$ cat src/rtl/sa_pkg.sv
// Shared types and defaults for the systolic-array feed controller.
// State encoding plus the skew index helper used by every lane mux.
package sa_pkg;

  localparam int SA_N         = 4;
  localparam int SA_DATA_W    = 32;
  localparam int SA_DRAIN_MAX = 16;

  typedef enum logic [2:0] {
    S_IDLE,
    S_CLEAR,
    S_FEED,
    S_DRAIN,
    S_DONE
  } state_e;

  function automatic int skew_idx(
    input int t,
    input int lane
  );
    return t - lane;
  endfunction

endpackage

$ cat src/rtl/sa_feed_ctrl_if.sv
// Operand load, run control and array-facing stream bundle.
// The controller takes the slave side; the driver/array model the master side.
interface sa_feed_ctrl_if
  import sa_pkg::*;
#(
  parameter int N      = SA_N,
  parameter int DATA_W = SA_DATA_W
);

  logic              wr_en;
  logic              wr_sel;
  logic [3:0]        wr_addr;
  logic [DATA_W-1:0] wr_data;
  logic              start;
  logic              sa_done;
  logic              sa_rst;
  logic [DATA_W-1:0] inp_west  [N];
  logic [DATA_W-1:0] inp_north [N];
  logic              busy;
  logic              result_valid;
  logic              timeout_err;

  modport slave (
    input  wr_en, wr_sel, wr_addr, wr_data,
    input  start, sa_done,
    output sa_rst, inp_west, inp_north,
    output busy, result_valid, timeout_err
  );

  modport master (
    output wr_en, wr_sel, wr_addr, wr_data,
    output start, sa_done,
    input  sa_rst, inp_west, inp_north,
    input  busy, result_valid, timeout_err
  );

endinterface

$ cat src/rtl/sa_skew_mux.sv
// Picks element (t - LANE) of one row/column, or zero outside the
// lane's diagonal window.
module sa_skew_mux
  import sa_pkg::*;
#(
  parameter int N      = SA_N,
  parameter int DATA_W = SA_DATA_W,
  parameter int TW     = 3,
  parameter int LANE   = 0
) (
  input  logic [TW-1:0]     t_i,
  input  logic [DATA_W-1:0] vec_i [N],
  output logic [DATA_W-1:0] elem_o
);

  int idx;

  always_comb begin
    elem_o = '0;
    idx    = skew_idx(int'(t_i), LANE);
    for (int k = 0; k < N; k++) begin
      if (idx == k) elem_o = vec_i[k];
    end
  end

endmodule

$ cat src/rtl/sa_feed_ctrl.sv
// Operand buffers and run FSM that feed skewed A rows / B columns
// into an N x N systolic array and wait for its completion flag.
module sa_feed_ctrl
  import sa_pkg::*;
#(
  parameter int N         = SA_N,
  parameter int DATA_W    = SA_DATA_W,
  parameter int DRAIN_MAX = SA_DRAIN_MAX
) (
  input logic           clk,
  input logic           rst,
  sa_feed_ctrl_if.slave bus
);

  localparam int TW = $clog2(2 * N);
  localparam int CW = $clog2(DRAIN_MAX + 1);
  localparam logic [TW-1:0] T_LAST = TW'(2 * N - 2);
  localparam logic [CW-1:0] D_LAST = CW'(DRAIN_MAX - 1);

  state_e            state_q, state_d;
  logic [TW-1:0]     t_q, t_d;
  logic [CW-1:0]     drn_q, drn_d;
  logic              tmo_q, tmo_d;
  logic [DATA_W-1:0] a_q [N*N];
  logic [DATA_W-1:0] b_q [N*N];
  logic [DATA_W-1:0] west_q [N];
  logic [DATA_W-1:0] north_q [N];
  logic [DATA_W-1:0] west_d [N];
  logic [DATA_W-1:0] north_d [N];
  logic              feed_d;
  logic              wr_ok;

  always_comb begin
    state_d = state_q;
    t_d     = t_q;
    drn_d   = drn_q;
    tmo_d   = tmo_q;
    unique case (state_q)
      S_IDLE: begin
        if (bus.start) begin
          state_d = S_CLEAR;
          tmo_d   = 1'b0;
        end
      end
      S_CLEAR: begin
        state_d = S_FEED;
        t_d     = '0;
      end
      S_FEED: begin
        if (t_q == T_LAST) begin
          state_d = S_DRAIN;
          t_d     = '0;
          drn_d   = '0;
        end else begin
          t_d = t_q + 1'b1;
        end
      end
      S_DRAIN: begin
        if (bus.sa_done) begin
          state_d = S_DONE;
        end else if (drn_q == D_LAST) begin
          state_d = S_DONE;
          tmo_d   = 1'b1;
        end else begin
          drn_d = drn_q + 1'b1;
        end
      end
      S_DONE:  state_d = S_IDLE;
      default: state_d = S_IDLE;
    endcase
  end

  // Streams are registered, so lanes select on the upcoming t.
  assign feed_d = (state_d == S_FEED);
  assign wr_ok  = (state_q == S_IDLE) && bus.wr_en
                  && (int'(bus.wr_addr) < N * N);

  for (genvar i = 0; i < N; i++) begin : g_lane
    logic [DATA_W-1:0] row [N];
    logic [DATA_W-1:0] col [N];
    logic [DATA_W-1:0] w_sel;
    logic [DATA_W-1:0] n_sel;

    always_comb begin
      for (int k = 0; k < N; k++) begin
        row[k] = a_q[i*N+k];
        col[k] = b_q[k*N+i];
      end
    end

    sa_skew_mux #(
      .N(N), .DATA_W(DATA_W), .TW(TW), .LANE(i)
    ) u_west (
      .t_i(t_d), .vec_i(row), .elem_o(w_sel)
    );

    sa_skew_mux #(
      .N(N), .DATA_W(DATA_W), .TW(TW), .LANE(i)
    ) u_north (
      .t_i(t_d), .vec_i(col), .elem_o(n_sel)
    );

    assign west_d[i]  = feed_d ? w_sel : '0;
    assign north_d[i] = feed_d ? n_sel : '0;
    assign bus.inp_west[i]  = west_q[i];
    assign bus.inp_north[i] = north_q[i];
  end

  always_ff @(posedge clk) begin
    if (rst) begin
      state_q <= S_IDLE;
      t_q     <= '0;
      drn_q   <= '0;
      tmo_q   <= 1'b0;
      for (int k = 0; k < N * N; k++) begin
        a_q[k] <= '0;
        b_q[k] <= '0;
      end
      for (int k = 0; k < N; k++) begin
        west_q[k]  <= '0;
        north_q[k] <= '0;
      end
    end else begin
      state_q <= state_d;
      t_q     <= t_d;
      drn_q   <= drn_d;
      tmo_q   <= tmo_d;
      if (wr_ok) begin
        if (bus.wr_sel) b_q[bus.wr_addr] <= bus.wr_data;
        else            a_q[bus.wr_addr] <= bus.wr_data;
      end
      for (int k = 0; k < N; k++) begin
        west_q[k]  <= west_d[k];
        north_q[k] <= north_d[k];
      end
    end
  end

  assign bus.sa_rst       = (state_q == S_CLEAR);
  assign bus.busy         = (state_q != S_IDLE);
  assign bus.result_valid = (state_q == S_DONE);
  assign bus.timeout_err  = tmo_q;

endmodule

$ cat src/flat_wrapper.sv
// flat-port wrapper written by rule: the top's interface ports become plain ports
module sa_feed_ctrl_flat import sa_pkg::*;
#(
  parameter int N         = SA_N,
  parameter int DATA_W    = SA_DATA_W,
  parameter int DRAIN_MAX = SA_DRAIN_MAX
)
  (clk, rst, bus_wr_en, bus_wr_sel, bus_wr_addr, bus_wr_data, bus_start, bus_sa_done, bus_sa_rst, bus_inp_west, bus_inp_north, bus_busy, bus_result_valid, bus_timeout_err);
  sa_feed_ctrl_if #(.N(N), .DATA_W(DATA_W)) bus_i ();
  input logic clk;
  input logic rst;
  input wire logic [$bits(bus_i.wr_en)-1:0] bus_wr_en;
  input wire logic [$bits(bus_i.wr_sel)-1:0] bus_wr_sel;
  input wire logic [$bits(bus_i.wr_addr)-1:0] bus_wr_addr;
  input wire logic [$bits(bus_i.wr_data)-1:0] bus_wr_data;
  input wire logic [$bits(bus_i.start)-1:0] bus_start;
  input wire logic [$bits(bus_i.sa_done)-1:0] bus_sa_done;
  output wire logic [$bits(bus_i.sa_rst)-1:0] bus_sa_rst;
  output wire logic [$bits(bus_i.inp_west)-1:0] bus_inp_west;
  output wire logic [$bits(bus_i.inp_north)-1:0] bus_inp_north;
  output wire logic [$bits(bus_i.busy)-1:0] bus_busy;
  output wire logic [$bits(bus_i.result_valid)-1:0] bus_result_valid;
  output wire logic [$bits(bus_i.timeout_err)-1:0] bus_timeout_err;
  assign bus_i.wr_en = bus_wr_en;
  assign bus_i.wr_sel = bus_wr_sel;
  assign bus_i.wr_addr = bus_wr_addr;
  assign bus_i.wr_data = bus_wr_data;
  assign bus_i.start = bus_start;
  assign bus_i.sa_done = bus_sa_done;
  assign bus_sa_rst = bus_i.sa_rst;
  assign bus_inp_west = {>>{bus_i.inp_west}};
  assign bus_inp_north = {>>{bus_i.inp_north}};
  assign bus_busy = bus_i.busy;
  assign bus_result_valid = bus_i.result_valid;
  assign bus_timeout_err = bus_i.timeout_err;
  sa_feed_ctrl #(.N(N), .DATA_W(DATA_W), .DRAIN_MAX(DRAIN_MAX)) u_core (.clk(clk), .rst(rst), .bus(bus_i));
endmodule
$ cat config.mk
export PLATFORM = sky130hd
export DESIGN_NAME = sa_feed_ctrl_flat
export DESIGN_NICKNAME = d
export VERILOG_FILES = /design/src/rtl/sa_pkg.sv /design/src/rtl/sa_feed_ctrl_if.sv /design/src/rtl/sa_skew_mux.sv /design/src/rtl/sa_feed_ctrl.sv /design/src/flat_wrapper.sv
export SDC_FILE = /design/constraint.sdc
export NUM_CORES = 2
export LEC_CHECK = 0
export ABC_AREA = 1
export CAP_MARGIN = 5
export CELL_PAD_IN_SITES_DETAIL_PLACEMENT = 0
export CELL_PAD_IN_SITES_GLOBAL_PLACEMENT = 1
export CORE_ASPECT_RATIO = 1.25
export CORE_MARGIN = 1
export CORE_UTILIZATION = 51
export CTS_BUF_LIST = sky130_fd_sc_hd__clkbuf_16
export DETAILED_ROUTE_END_ITERATION = 8
export MAX_ROUTING_LAYER = met4
export PLACE_DENSITY = 0.88
export SLEW_MARGIN = 20
export SYNTH_ARGS = -nofsm -noshare
export SYNTH_HDL_FRONTEND = slang
export SYNTH_SLANG_ARGS = --single-unit
$ cat constraint.sdc
create_clock -name clk -period 5.6 [get_ports clk]
set_input_delay 0.84 -clock clk [delete_from_list [all_inputs] [get_ports clk]]
set_output_delay 0.84 -clock clk [all_outputs]
set_load 0.05 [all_outputs]
After elaboration in Yosys (flattened, before gate mapping)
Memories as Yosys holds them, arrays and structs flattened.
Index checks and enable logic that the tools add are counted.
- bits in registers: 12
- bits in writable memories: 1280
- input port bits: 42
- output and inout port bits: 260
- word-level logic and storage cells: 138
- memories: 4
- add/subtract/negate cells: 5
- eq/ne operators: 24
- multiplexer cells: 80
- bitwise operators: 8
- reduce and logical (&&, ||, !) cells: 13
- memory list (name ; depth ; bits a word ; rd ports ; clocked after Yosys merged registers in ; write ports ; RTL line ; text):
    u_core.a_q ; 16 ; 32 ; 16 ; 0 ; 16 ; sa_feed_ctrl.sv:24 ; logic [DATA_W-1:0] a_q [N*N];
    u_core.b_q ; 16 ; 32 ; 16 ; 0 ; 16 ; sa_feed_ctrl.sv:25 ; logic [DATA_W-1:0] b_q [N*N];
    u_core.north_q ; 4 ; 32 ; 4 ; 0 ; 4 ; sa_feed_ctrl.sv:27 ; logic [DATA_W-1:0] north_q [N];
    u_core.west_q ; 4 ; 32 ; 4 ; 0 ; 4 ; sa_feed_ctrl.sv:26 ; logic [DATA_W-1:0] west_q [N];
- operator list (operator ; count):
    $mux 32 ; 50
    $eq 32x3->1 const B ; 6
    $logic_not 32->1 ; 4
    $eq 32x2->1 const B ; 3
    $reduce_or 32->1 ; 2
    $mux 1 ; 16
    $mux 3 ; 5
    $mux 5 ; 3
    $eq 3x2->1 const B ; 4
    $eq 3x3->1 const B ; 4
    $pmux 3 s4 ; 1
    $pmux 5 s2 ; 1
    $mux 4 ; 2
    $or 1x1->1 ; 8
    $reduce_and 4->1 ; 2
    $sub 3x2->4 const B ; 2
    $ne 2x2->1 const B ; 3
    $pmux 3 s2 ; 1
    $add 5x1->5 const B ; 1
    $eq 5x4->1 const B ; 1
    $ne 2x1->1 const B ; 2
    $reduce_bool 2->1 ; 2
    $sub 3x1->4 const B ; 1
    $add 3x1->3 const B ; 1
    5 further kinds ; 5

Logic depth before layout (Yosys ltp)
- depth in word-level cells: 11
- mapped depth: 17
- gate-level depth less buffers: 14

By module
Synthesis repeated with hierarchy kept, for this count alone.
- cell total of the unflattened synthesis: 5299
- area, all modules: 54578.6 µm²
- modules (own cells, without submodules) (module ; instances ; cells each ; area an instance (µm²) ; sequential area each (µm²)):
    sa_feed_ctrl ; 1 ; 3269 ; 44188.6 ; 36114.6
    sa_skew_mux (u_core.g_lane[1].u_north ...) ; 2 ; 345 ; 1380.1 ; 0.0
    sa_skew_mux (u_core.g_lane[2].u_north ...) ; 2 ; 270 ; 1308.8 ; 0.0
    sa_skew_mux (u_core.g_lane[3].u_north ...) ; 2 ; 203 ; 1300.0 ; 0.0
    sa_skew_mux (u_core.g_lane[0].u_north ...) ; 2 ; 197 ; 1206.2 ; 0.0

Worst setup path before layout
OpenSTA, ideal clock, no wires.
- path type: input port to flip-flop
- start point: input rst
- end point: memory u_core.b_q[11][0] (netlist bit) (enable)
- setup time: 389 ps
- data arrival time: 2794 ps
- path slack: 2416 ps
- stages: 8
- cell sequence: buf_2 -> inv_2 -> nand2_1 -> nor3b_2 -> buf_2 -> nand2_1 -> clkbuf_1 -> nand2_1
- RTL lines (element ; RTL line ; text):
    from (decl) ; flat_wrapper.sv:11 ; input logic rst;
    to (decl) ; sa_feed_ctrl.sv:25 ;

==> results by group <==
Run status
  • Status: complete, but fails checks
  • Violated checks: DRC

Clocking
  • TritonCTS clock tree: built
  • CTS root buffer: clkbuf_16
  • Clock transition at path regs: 0.06 ns
  • Hold_buf cts: 0
  • H-Tree Depth: 4
  • Clock Latency Late Sink: 0.74 ns
  • Clock sink count: 1292
  • Clock tree buffer depth: 3
  • Setup Fix Bufs, Post-CTS: 0
  • CTS Buf Count: 131
  • Post_cts resized: 0

Yosys
  • Avg Cell Area, Syn: 10.5 sq um
  • Post-Synthesis Cells: approximately 5000
  • Synth cell count leaders: nor2_1, edfxtp_1, nand2_1
  • Seq cells post-synth: between 1000 and 1500
  • Netlist Area Pre-Place: ~0.052 sq mm
  • Mapped Nets: around 5000
  • Synth top area share: around three fifths
  • Synth warn: 0
  • EDFF count, synth: around 1000
  • Largest cells by area after synthesis: edfxtp_1, dfxtp_1, nor2_1, nand2_1, nand4_1
  • Register area share after synthesis: a little over two thirds
  • Async set-or-reset flop fraction in the synthesized netlist: 0%
  • Ys flop type: edfxtp_1
  • Library cells used by synthesis: 35
  • Area leader, netlist: edfxtp_1
  • Count leader, synth: nor2_1

Setup path
  • Crit path arrival time: 4.35 ns
  • Slowest stage cell, crit path: buf_4
  • CP peak stage delay: 0.58 ns
  • Crit-path max FO: 192
  • CP endpoint kind: flip-flop
  • Setup crit start kind: flip-flop
  • Cell Chain, Critical Path: inv_2 > nand3_2 > nand3_1 > nand2_2 > inv_4 > buf_4 > ha_1 > inv_4 > buf_12 > nand4_1 > nand2_1 > nor2_1 > nor2_1
  • WS Path Type: flip-flop to flip-flop
  • CP required: 6.26 ns

Timing
  • Total negative slack: 0 ns
  • RSZ-0062 raised after global routing: no
  • Max-slew violations: 0
  • Max Clock Freq: 271 MHz
  • Final Hold Viols: 0
  • Hold WS: 0.482 ns
  • Slew @ Worst Pin: 1.09 ns
  • Final Skew: 0.0215 ns
  • Slew margin rel.: between 20% and 30%
  • Min Clock Period, post-route: roughly 3.7 ns
  • Final setup fails: 0
  • Final worst path period share: 65.9%
  • PnR worst setup slack: 1.91 ns

Routing
  • Vias: 37500
  • Detailed-route DRC error count: 46
  • Routed len/inst: 22.8 microns
  • TritonRoute pass-1 iters: 9
  • Vias per Instance: 5.73
  • Initial drt markers: 4387
  • Wirelength, routed: 149000 microns
  • Post-route ant nets: 0

Placed design
  • GPL Wtd Cong: ~0.83
  • Port Buffers: 301
  • Post-DP HPWL: 83700 microns
  • Placement-stage cell area: 0.0560 sq mm
  • Pre-CTS WS: 1.73 ns

Die
  • Core area: 0.101 sq mm
  • Initial Util: 51.6%
  • Height of the die: about 360 microns
  • Site Rows: between 100 and 150
  • IO Pins: 302
  • Die area: 0.103 sq mm
  • Die W: 288 microns

Finish
  • Diode count: 0
  • Nets: between 5000 and 6000
  • Layout area overhead: 16.1%
  • Layout Cell Area excl Fill: 0.0604 sq mm
  • Layout cell share with drive strength beyond 1: between 6 and 7%

Pwr
  • Seq pwr share: between 50% and 60%
  • Int Pwr: 16.1 mW
  • PwrDens: 344 mW/mm^2
  • Clock Power Share: 43.0%
  • Logic pwr share: 5.5%
  • P_sw: 4.70 mW
  • Switching portion of total power: 22.6%
  • Peak supply drop: 0.271 mV
  • Power, Total: 20.8 mW
  • Lkg Pwr: between 20 and 25 nW

Global route
  • Vias in the first global route: 36300
  • Initial antenna violation count: 3
  • Total GRT Usage: 29.6%
  • GR Overflow Total: 0
  • First-pass GRT wire length: between 200000 and 250000 microns
  • Largest net degree at the start of global routing: 194

Flow run
  • Max cap viols: 0

Min path
  • Path category of the worst min-delay check: flip-flop to flip-flop
layout make-up:
cell class,instances,area (sq um)
Fill cell,8086,40500
Sequential cell,1292,36100
Multi-Input combinational cell,3044,13300
Timing Repair Buffer,436,4110
Clock buffer,142,3550
Tap cell,1320,1650
Clock inverter,101,880
Inverter,211,797
per-stage QoR:
step           instances  util [%]
2_1_floorplan       4977         -
6_report            6546      59.9
3_3_place_gp        6303      55.5
3_5_place_dp        6303      55.5
5_1_grt             6546      59.9
4_1_cts             6546      59.9
power by group through the flow:
stage,logic (mW),clock network [mW],registers (mW)
after floorplan,0.618,0,10.9
after global placement,1.12,0,10.9
after detailed placement,1.14,0,10.9
after CTS,1.14,9.01,10.7
after global routing,1.22,9.35,10.7
final,1.15,8.93,10.7
sequential cells by signal, summed over array words and instances, names as in the netlist:
register                flops
u_core.north_q            128
u_core.a_q                512
u_core.west_q             128
u_core.state_q              3
u_core.t_q                  3
u_core.b_q                512
u_core.bus.timeout_err      1
u_core.drn_q                5
metal layers:
layer	up-vias	share of wire (%)	wire length, microns	track usage (%)
met1	18300	38	56900	37.7
met3	289	9.1	13600	4.05
li1	17000	-	-	-
met2	1942	48	71900	47.1
met4	0	4.5	6710	13.6
met5	-	0	0	-
placed cells by master (no fill, tap or decap), types with 16 or more instances in the layout:
cell                n
clkinv_2           16
clkbuf_16         142
nor2_1           1312
inv_1             223
nand2_1           801
dfxtp_1           268
and2_1             50
nand3_1           289
o21ai_0           129
clkinv_1           31
nand3b_1           25
clkdlybuf4s50_1   301
a21oi_1            48
buf_4             128
edfxtp_1         1024
nand4_1           300
o21ai_1            47
cells by family after synthesis:
group,Yosys count,share of synthesized area [%]
AOI/OAI and AO/OA,226,2.18
adders and majority gates,5,0.120
buffers and inverters,641,5.12
DFF,1292,69.4
and+or+nand+nor,2813,23.2
critical path: cells and delay by family (launching register included):
kind                       cells  cell delay, ns
adders and majority gates      1            0.39
buffers and inverters          5            1.68
DFF                            1            0.36
and+or+nand+nor                7            0.97
final timing paths:
path / start / end / slack, ns / cells past startpoint
worst max-delay path: u_core.state_q[0] / u_core.west_q[3][11] / 1.91 / 13
worst min-delay path: u_core.drn_q[4] / u_core.drn_q[4] / 0.48 / 2
worst max register to register: u_core.state_q[0] / u_core.west_q[3][11] / 1.91 / 13
worst min register to register: u_core.drn_q[4] / u_core.drn_q[4] / 0.48 / 2
No activity file was read; power rests on OpenSTA's default activity.
